[src/rtl/alu_operand_stage_if.sv]
// Handshake, forwarding and operand bus between decode, the operand stage and the ALU.
// The slave view belongs to the operand stage; the master view belongs to its surroundings.
interface alu_operand_stage_if #(
    parameter int WIDTH       = 32,
    parameter int STALL_CNT_W = 16
);
    logic                   in_valid;
    logic                   in_ready;
    logic [4:0]             in_rs1_addr;
    logic [4:0]             in_rs2_addr;
    logic [4:0]             in_rd_addr;
    logic [WIDTH-1:0]       in_rs1_data;
    logic [WIDTH-1:0]       in_rs2_data;
    logic [WIDTH-1:0]       in_imm;
    logic                   in_use_imm;
    logic [2:0]             in_op;
    logic                   flush;
    logic                   ex_wr_en;
    logic [4:0]             ex_rd_addr;
    logic [WIDTH-1:0]       ex_result;
    logic                   wb_wr_en;
    logic [4:0]             wb_rd_addr;
    logic [WIDTH-1:0]       wb_data;
    logic                   out_valid;
    logic                   out_ready;
    logic [WIDTH-1:0]       reg1;
    logic [WIDTH-1:0]       reg2;
    logic [2:0]             op;
    logic [4:0]             out_rd_addr;
    logic [STALL_CNT_W-1:0] stall_cycles;

    modport slave (
        input  in_valid, in_rs1_addr, in_rs2_addr, in_rd_addr, in_rs1_data, in_rs2_data,
               in_imm, in_use_imm, in_op, flush,
               ex_wr_en, ex_rd_addr, ex_result, wb_wr_en, wb_rd_addr, wb_data, out_ready,
        output in_ready, out_valid, reg1, reg2, op, out_rd_addr, stall_cycles
    );

    modport master (
        output in_valid, in_rs1_addr, in_rs2_addr, in_rd_addr, in_rs1_data, in_rs2_data,
               in_imm, in_use_imm, in_op, flush,
               ex_wr_en, ex_rd_addr, ex_result, wb_wr_en, wb_rd_addr, wb_data, out_ready,
        input  in_ready, out_valid, reg1, reg2, op, out_rd_addr, stall_cycles
    );
endinterface

[src/rtl/alu_operand_stage.sv]
// Single-entry operand register in front of the ALU: selects forwarded/immediate operands at
// capture, refreshes held operands from writeback while stalled, and counts stall cycles.
module alu_operand_stage #(
    parameter int WIDTH       = 32,
    parameter int STALL_CNT_W = 16
) (
    input logic                clk,
    input logic                reset,
    alu_operand_stage_if.slave bus
);
    logic                   valid_q;
    logic [WIDTH-1:0]       reg1_q;
    logic [WIDTH-1:0]       reg2_q;
    logic [2:0]             op_q;
    logic [4:0]             rd_q;
    logic [4:0]             rs1_q;
    logic [4:0]             rs2_q;
    logic                   use_imm_q;
    logic [STALL_CNT_W-1:0] stall_q;

    logic                   in_ready;
    logic                   capture;
    logic                   hold;
    logic                   snoop1;
    logic                   snoop2;
    logic [WIDTH-1:0]       src1;
    logic [WIDTH-1:0]       src2;

    // Register 0 reads as zero and is never forwarded; ex beats wb because it is younger.
    function automatic logic [WIDTH-1:0] fwd(
        input logic [4:0]       addr,
        input logic [WIDTH-1:0] rf_data,
        input logic             ex_en,
        input logic [4:0]       ex_rd,
        input logic [WIDTH-1:0] ex_res,
        input logic             wb_en,
        input logic [4:0]       wb_rd,
        input logic [WIDTH-1:0] wb_d
    );
        if (addr == 5'd0)
            return '0;
        else if (ex_en && ex_rd == addr)
            return ex_res;
        else if (wb_en && wb_rd == addr)
            return wb_d;
        else
            return rf_data;
    endfunction

    always_comb begin
        src1 = fwd(bus.in_rs1_addr, bus.in_rs1_data, bus.ex_wr_en, bus.ex_rd_addr, bus.ex_result,
                   bus.wb_wr_en, bus.wb_rd_addr, bus.wb_data);
        src2 = fwd(bus.in_rs2_addr, bus.in_rs2_data, bus.ex_wr_en, bus.ex_rd_addr, bus.ex_result,
                   bus.wb_wr_en, bus.wb_rd_addr, bus.wb_data);
        if (bus.in_use_imm)
            src2 = bus.in_imm;
    end

    assign in_ready = (!valid_q || bus.out_ready) && !bus.flush && !reset;
    assign capture  = bus.in_valid && in_ready;
    assign hold     = valid_q && !bus.out_ready;

    // Only writeback is snooped while holding: the ex result of a stalled pipe is not final.
    assign snoop1 = hold && !bus.flush && bus.wb_wr_en && bus.wb_rd_addr != 5'd0
                    && bus.wb_rd_addr == rs1_q;
    assign snoop2 = hold && !bus.flush && bus.wb_wr_en && bus.wb_rd_addr != 5'd0
                    && bus.wb_rd_addr == rs2_q && !use_imm_q;

    always_ff @(posedge clk) begin
        if (reset) begin
            valid_q   <= 1'b0;
            reg1_q    <= '0;
            reg2_q    <= '0;
            op_q      <= '0;
            rd_q      <= '0;
            rs1_q     <= '0;
            rs2_q     <= '0;
            use_imm_q <= 1'b0;
            stall_q   <= '0;
        end else begin
            if (hold && stall_q != '1)
                stall_q <= stall_q + STALL_CNT_W'(1);

            if (bus.flush) begin
                valid_q <= 1'b0;
            end else if (capture) begin
                valid_q   <= 1'b1;
                reg1_q    <= src1;
                reg2_q    <= src2;
                op_q      <= bus.in_op;
                rd_q      <= bus.in_rd_addr;
                rs1_q     <= bus.in_rs1_addr;
                rs2_q     <= bus.in_rs2_addr;
                use_imm_q <= bus.in_use_imm;
            end else begin
                if (valid_q && bus.out_ready)
                    valid_q <= 1'b0;
                if (snoop1)
                    reg1_q <= bus.wb_data;
                if (snoop2)
                    reg2_q <= bus.wb_data;
            end
        end
    end

    assign bus.in_ready     = in_ready;
    assign bus.out_valid    = valid_q;
    assign bus.reg1         = reg1_q;
    assign bus.reg2         = reg2_q;
    assign bus.op           = op_q;
    assign bus.out_rd_addr  = rd_q;
    assign bus.stall_cycles = stall_q;
endmodule
[src/flat_wrapper.sv]
// flat-port wrapper written by rule: the top's interface ports become plain ports
module alu_operand_stage_flat 
#(
    parameter int WIDTH       = 32,
    parameter int STALL_CNT_W = 16
)
  (clk, reset, bus_in_valid, bus_in_rs1_addr, bus_in_rs2_addr, bus_in_rd_addr, bus_in_rs1_data, bus_in_rs2_data, bus_in_imm, bus_in_use_imm, bus_in_op, bus_flush, bus_ex_wr_en, bus_ex_rd_addr, bus_ex_result, bus_wb_wr_en, bus_wb_rd_addr, bus_wb_data, bus_out_ready, bus_in_ready, bus_out_valid, bus_reg1, bus_reg2, bus_op, bus_out_rd_addr, bus_stall_cycles);
  alu_operand_stage_if #(.WIDTH(WIDTH), .STALL_CNT_W(STALL_CNT_W)) bus_i ();
  input logic clk;
  input logic reset;
  input wire logic [$bits(bus_i.in_valid)-1:0] bus_in_valid;
  input wire logic [$bits(bus_i.in_rs1_addr)-1:0] bus_in_rs1_addr;
  input wire logic [$bits(bus_i.in_rs2_addr)-1:0] bus_in_rs2_addr;
  input wire logic [$bits(bus_i.in_rd_addr)-1:0] bus_in_rd_addr;
  input wire logic [$bits(bus_i.in_rs1_data)-1:0] bus_in_rs1_data;
  input wire logic [$bits(bus_i.in_rs2_data)-1:0] bus_in_rs2_data;
  input wire logic [$bits(bus_i.in_imm)-1:0] bus_in_imm;
  input wire logic [$bits(bus_i.in_use_imm)-1:0] bus_in_use_imm;
  input wire logic [$bits(bus_i.in_op)-1:0] bus_in_op;
  input wire logic [$bits(bus_i.flush)-1:0] bus_flush;
  input wire logic [$bits(bus_i.ex_wr_en)-1:0] bus_ex_wr_en;
  input wire logic [$bits(bus_i.ex_rd_addr)-1:0] bus_ex_rd_addr;
  input wire logic [$bits(bus_i.ex_result)-1:0] bus_ex_result;
  input wire logic [$bits(bus_i.wb_wr_en)-1:0] bus_wb_wr_en;
  input wire logic [$bits(bus_i.wb_rd_addr)-1:0] bus_wb_rd_addr;
  input wire logic [$bits(bus_i.wb_data)-1:0] bus_wb_data;
  input wire logic [$bits(bus_i.out_ready)-1:0] bus_out_ready;
  output wire logic [$bits(bus_i.in_ready)-1:0] bus_in_ready;
  output wire logic [$bits(bus_i.out_valid)-1:0] bus_out_valid;
  output wire logic [$bits(bus_i.reg1)-1:0] bus_reg1;
  output wire logic [$bits(bus_i.reg2)-1:0] bus_reg2;
  output wire logic [$bits(bus_i.op)-1:0] bus_op;
  output wire logic [$bits(bus_i.out_rd_addr)-1:0] bus_out_rd_addr;
  output wire logic [$bits(bus_i.stall_cycles)-1:0] bus_stall_cycles;
  assign bus_i.in_valid = bus_in_valid;
  assign bus_i.in_rs1_addr = bus_in_rs1_addr;
  assign bus_i.in_rs2_addr = bus_in_rs2_addr;
  assign bus_i.in_rd_addr = bus_in_rd_addr;
  assign bus_i.in_rs1_data = bus_in_rs1_data;
  assign bus_i.in_rs2_data = bus_in_rs2_data;
  assign bus_i.in_imm = bus_in_imm;
  assign bus_i.in_use_imm = bus_in_use_imm;
  assign bus_i.in_op = bus_in_op;
  assign bus_i.flush = bus_flush;
  assign bus_i.ex_wr_en = bus_ex_wr_en;
  assign bus_i.ex_rd_addr = bus_ex_rd_addr;
  assign bus_i.ex_result = bus_ex_result;
  assign bus_i.wb_wr_en = bus_wb_wr_en;
  assign bus_i.wb_rd_addr = bus_wb_rd_addr;
  assign bus_i.wb_data = bus_wb_data;
  assign bus_i.out_ready = bus_out_ready;
  assign bus_in_ready = bus_i.in_ready;
  assign bus_out_valid = bus_i.out_valid;
  assign bus_reg1 = bus_i.reg1;
  assign bus_reg2 = bus_i.reg2;
  assign bus_op = bus_i.op;
  assign bus_out_rd_addr = bus_i.out_rd_addr;
  assign bus_stall_cycles = bus_i.stall_cycles;
  alu_operand_stage #(.WIDTH(WIDTH), .STALL_CNT_W(STALL_CNT_W)) u_core (.clk(clk), .reset(reset), .bus(bus_i));
endmodule
[config.mk]
export PLATFORM = sky130hd
export DESIGN_NAME = alu_operand_stage_flat
export DESIGN_NICKNAME = d
export VERILOG_FILES = /design/src/rtl/alu_operand_stage_if.sv /design/src/rtl/alu_operand_stage.sv /design/src/flat_wrapper.sv
export SDC_FILE = /design/constraint.sdc
export NUM_CORES = 1
export LEC_CHECK = 0
export ABC_CLOCK_PERIOD_IN_PS = 1900
export BUFFER_PORTS_ARGS = -buffer_cell sky130_fd_sc_hd__buf_2
export CAP_MARGIN = 0
export CORE_MARGIN = 1.5
export CORE_UTILIZATION = 44
export DETAILED_ROUTE_END_ITERATION = 6
export HOLD_SLACK_MARGIN = 0.03
export PLACE_DENSITY = 0.78
export SLEW_MARGIN = 20
export SYNTH_ARGS = -nofsm -noshare
export SYNTH_HDL_FRONTEND = slang
export SYNTH_SLANG_ARGS = --single-unit
export TNS_END_PERCENT = 100
[constraint.sdc]
create_clock -name clk -period 1.9 [get_ports clk]
set_clock_uncertainty 0.1 [all_clocks]
set_input_delay 0.38 -clock clk [delete_from_list [all_inputs] [get_ports clk]]
set_output_delay 0.38 -clock clk [all_outputs]
set_load 0.01 [all_outputs]
==> flow_metrics.py <==
metrics = {
    "run_status": {
        "status": "complete, but fails checks",
        "violations": "setup timing",
    },
    "floorplanning": {
        "rows": 44,
        "ios": 286,
        "die-area_sq_mm": 0.0160,
        "coreArea_sq_mm": 0.0147,
        "initial_utilization_pct": 45.6,
        "die_y_um": 126,
        "dieWidth_um": 126,
    },
    "sta": {
        "maxSlewHeadroom_pct": 57.4,
        "layout_setup_ws_ns": -0.0499,
        "setup_viol": 19,
        "slew_viol_final": 0,
        "max_freq_ghz": 0.513,
        "fin_crit_ns": 1.95,
        "rsz0062_at_grt": "true",
        "hold_viol_final": 0,
        "holdWs_ns": 0.151,
        "fin_crit_sh_pct": 103,
        "tightestPinTransition_ns": 0.635,
    },
    "drt": {
        "antenna_left": 0,
        "vias": 8396,
        "drt-initial-drc-count": 842,
        "via_per_inst": 6.37,
        "dr.pass1.iters": 6,
        "drc": 0,
        "wl_mm": 28.1,
        "wire_per_inst_um": 21.3,
    },
    "clocking": {
        "clk_latency_ns": 0.36,
        "clock_sinks": 100,
        "ctsHoldBuffers": 0,
        "cts_made_buffers": 9,
        "cts_tree": "built",
        "clkTransAtPathRegs_ns": 0.07,
        "cts_root_buf": "clkbuf_16",
        "clockBufferDepth": 2,
        "htreeDepth": 3,
    },
    "final_layout": {
        "layout_commonest_cell": "buf_2",
        "finish.utilization_pct": 66.1,
        "stdcell_count": 1319,
        "area_growth_pct": 44.9,
        "diodes": 0,
        "layout_common_cells": "buf_2, dfxtp_1, nand2_1",
        "layout.nets": 1327,
        "drive_above_1_share_pct": 40.6,
    },
    "synthesis": {
        "syn_nets": 1027,
        "ys_seq_elements": 100,
        "synth_edf_count": 0,
        "synth_area_sq_mm": 0.00670,
        "synthFlopType": "dfxtp_1",
        "synth_cell_type_count": 44,
        "synthArstFlopShare_pct": 0,
        "yosysSeqAreaShare_pct": 29.9,
        "synthCells": 830,
        "synth-warning-count": 0,
        "synth_area_per_cell_sq_um": 8.08,
    },
    "pwr": {
        "powerDensity_mw_per_mm2": 581,
        "finalPower_w": 0.00564,
        "ir_worst_vdd_v": 0.000621,
        "p_leak_nw": 4.13,
    },
    "place": {
        "numPortBuffers": 285,
        "dpl.hpwl_mm": 18.0,
        "pre_cts_ws_ns": -0.350,
        "gp_congestion": 0.910,
        "placed_cells": 1286,
    },
    "hold_path": {
        "hold_class": "primary input to register",
    },
    "setup_path": {
        "arrival_ns": 2.12,
        "worst_path_most_repeated_cell": "buf_12",
        "path_delay_family": "compound AO/OA/AOI/OAI gates",
        "cpMaxStageDelayCell": "or4_4",
        "path_cells": "buf_12, or4_4, o2111ai_4, o41ai_4, buf_6, buf_12, buf_16, a311oi_2",
        "critical_path.max_fanout": 10,
        "worstSetupEndpointType": "register",
        "slowest_delay_ns": 0.55,
        "reg2reg_slack_ns": -0.03,
        "required_ns": 2.07,
        "crit_type": "primary input to register",
        "cp_num_buf_inv": 4,
        "critPathLaunchType": "primary input",
    },
    "run": {
        "maxCapViolations": 0,
    },
    "grt": {
        "grt_use_total_pct": 32.2,
        "first_global_vias": 7763,
        "grt_pass1_wl_mm": 41.0,
        "antenna_found_initial": 1,
        "grt_overflow": 0,
        "grt_start_max_net_pins": 65,
    },
}
[per-stage QoR]
stage / cell area (sq um) / TNS (ns)
after floorplan: 6790 / -6.80
after global placement: 8820 / -13.87
after detailed placement: 8820 / -17.90
after CTS: 9450 / -0.400
after global routing: 9720 / -2.15
final: 9720 / -0.575
[metal layers]
| metal | track usage, % | vias up | share of wire (%) |
|---|---|---|---|
| met5 | 0 | - | 0.043 |
| met4 | 13.0 | 2 | 3.7 |
| met3 | 5.95 | 107 | 12 |
| met2 | 55.2 | 595 | 48 |
| met1 | 40.1 | 3939 | 37 |
| li1 | - | 3753 | - |
[report_power, final]
part           switching (W)  leakage (nW)  internal (W)  total (W)
clock               0.000878         0.153       0.00116    0.00203
combinational       0.000770          3.16      0.000605    0.00137
sequential         0.0000529         0.816       0.00218    0.00223
total                0.00170          4.13       0.00394    0.00564
[cells by family after synthesis]
group / count (synthesis) / synth area share [%]
simple gates: 333 / 27.3
buf+inv: 93 / 5.97
flops: 100 / 29.9
mux: 1 / 0.149
compound gates: 260 / 31.0
fa+ha+maj: 1 / 0.187
xor+xnor: 42 / 5.49
[synth_stat cells, types with 6 or more instances]
cell type | n | share of area (%)
nand3_1 | 10 | 0.75
nor2_1 | 82 | 4.6
a21boi_0 | 32 | 3.6
a311oi_1 | 64 | 8.4
xnor2_1 | 23 | 3.0
buf_2 | 29 | 2.2
xor2_1 | 19 | 2.5
a21oi_1 | 23 | 1.7
and3_1 | 66 | 6.2
and2_1 | 8 | 0.75
o311ai_1 | 64 | 8.4
dfxtp_1 | 100 | 30
nand2_1 | 74 | 4.1
nand3b_1 | 64 | 7.2
a21boi_1 | 64 | 7.2
clkbuf_1 | 54 | 3.0
nor3_1 | 6 | 0.45
[flip-flops by register name, summed over array words and instances, names as in the netlist, 3 cells and up]
name,cells
u_core.bus.op,3
u_core.bus.out_rd_addr,5
u_core.bus.reg1,32
u_core.bus.reg2,32
u_core.bus.stall_cycles,16
u_core.rs1_q,5
u_core.rs2_q,5
[path summary, 6_finish.rpt]
kind,start,cells past startpoint,to
max,bus_wb_rd_addr[4],8,u_core.bus.reg2[11]$_SDFFE_PP0P_
min,bus_in_op[1],3,u_core.bus.op[1]$_SDFFE_PP0P_
max reg2reg,u_core.bus.out_valid$_SDFFE_PP0P_,8,u_core.bus.reg2[6]$_SDFFE_PP0P_
min reg2reg,u_core.bus.out_rd_addr[1]$_SDFFE_PP0P_,2,u_core.bus.out_rd_addr[1]$_SDFFE_PP0P_
[worst min-delay path, stage by stage]
cell,delay (ns)
buf_2,0.10
nand2_1,0.04
a21oi_1,0.05
[final cells by class]
| cell class | count | area [sq um] |
|---|---|---|
| Tap cell | 184 | 230 |
| Sequential cell | 100 | 2010 |
| Inverter | 3 | 11.3 |
| Fill cell | 1234 | 4980 |
| Multi-Input combinational cell | 637 | 4630 |
| Timing Repair Buffer | 379 | 2520 |
| Clock inverter | 6 | 86.3 |
| Clock buffer | 10 | 229 |
[what timing repair did]
item	CTS	global route
setup endpoints to repair	34	71
buffers inserted	4	6
resized for setup	34	41
gates cloned	4	7
pin swaps	18	17
(Power assumes the default switching activity.)
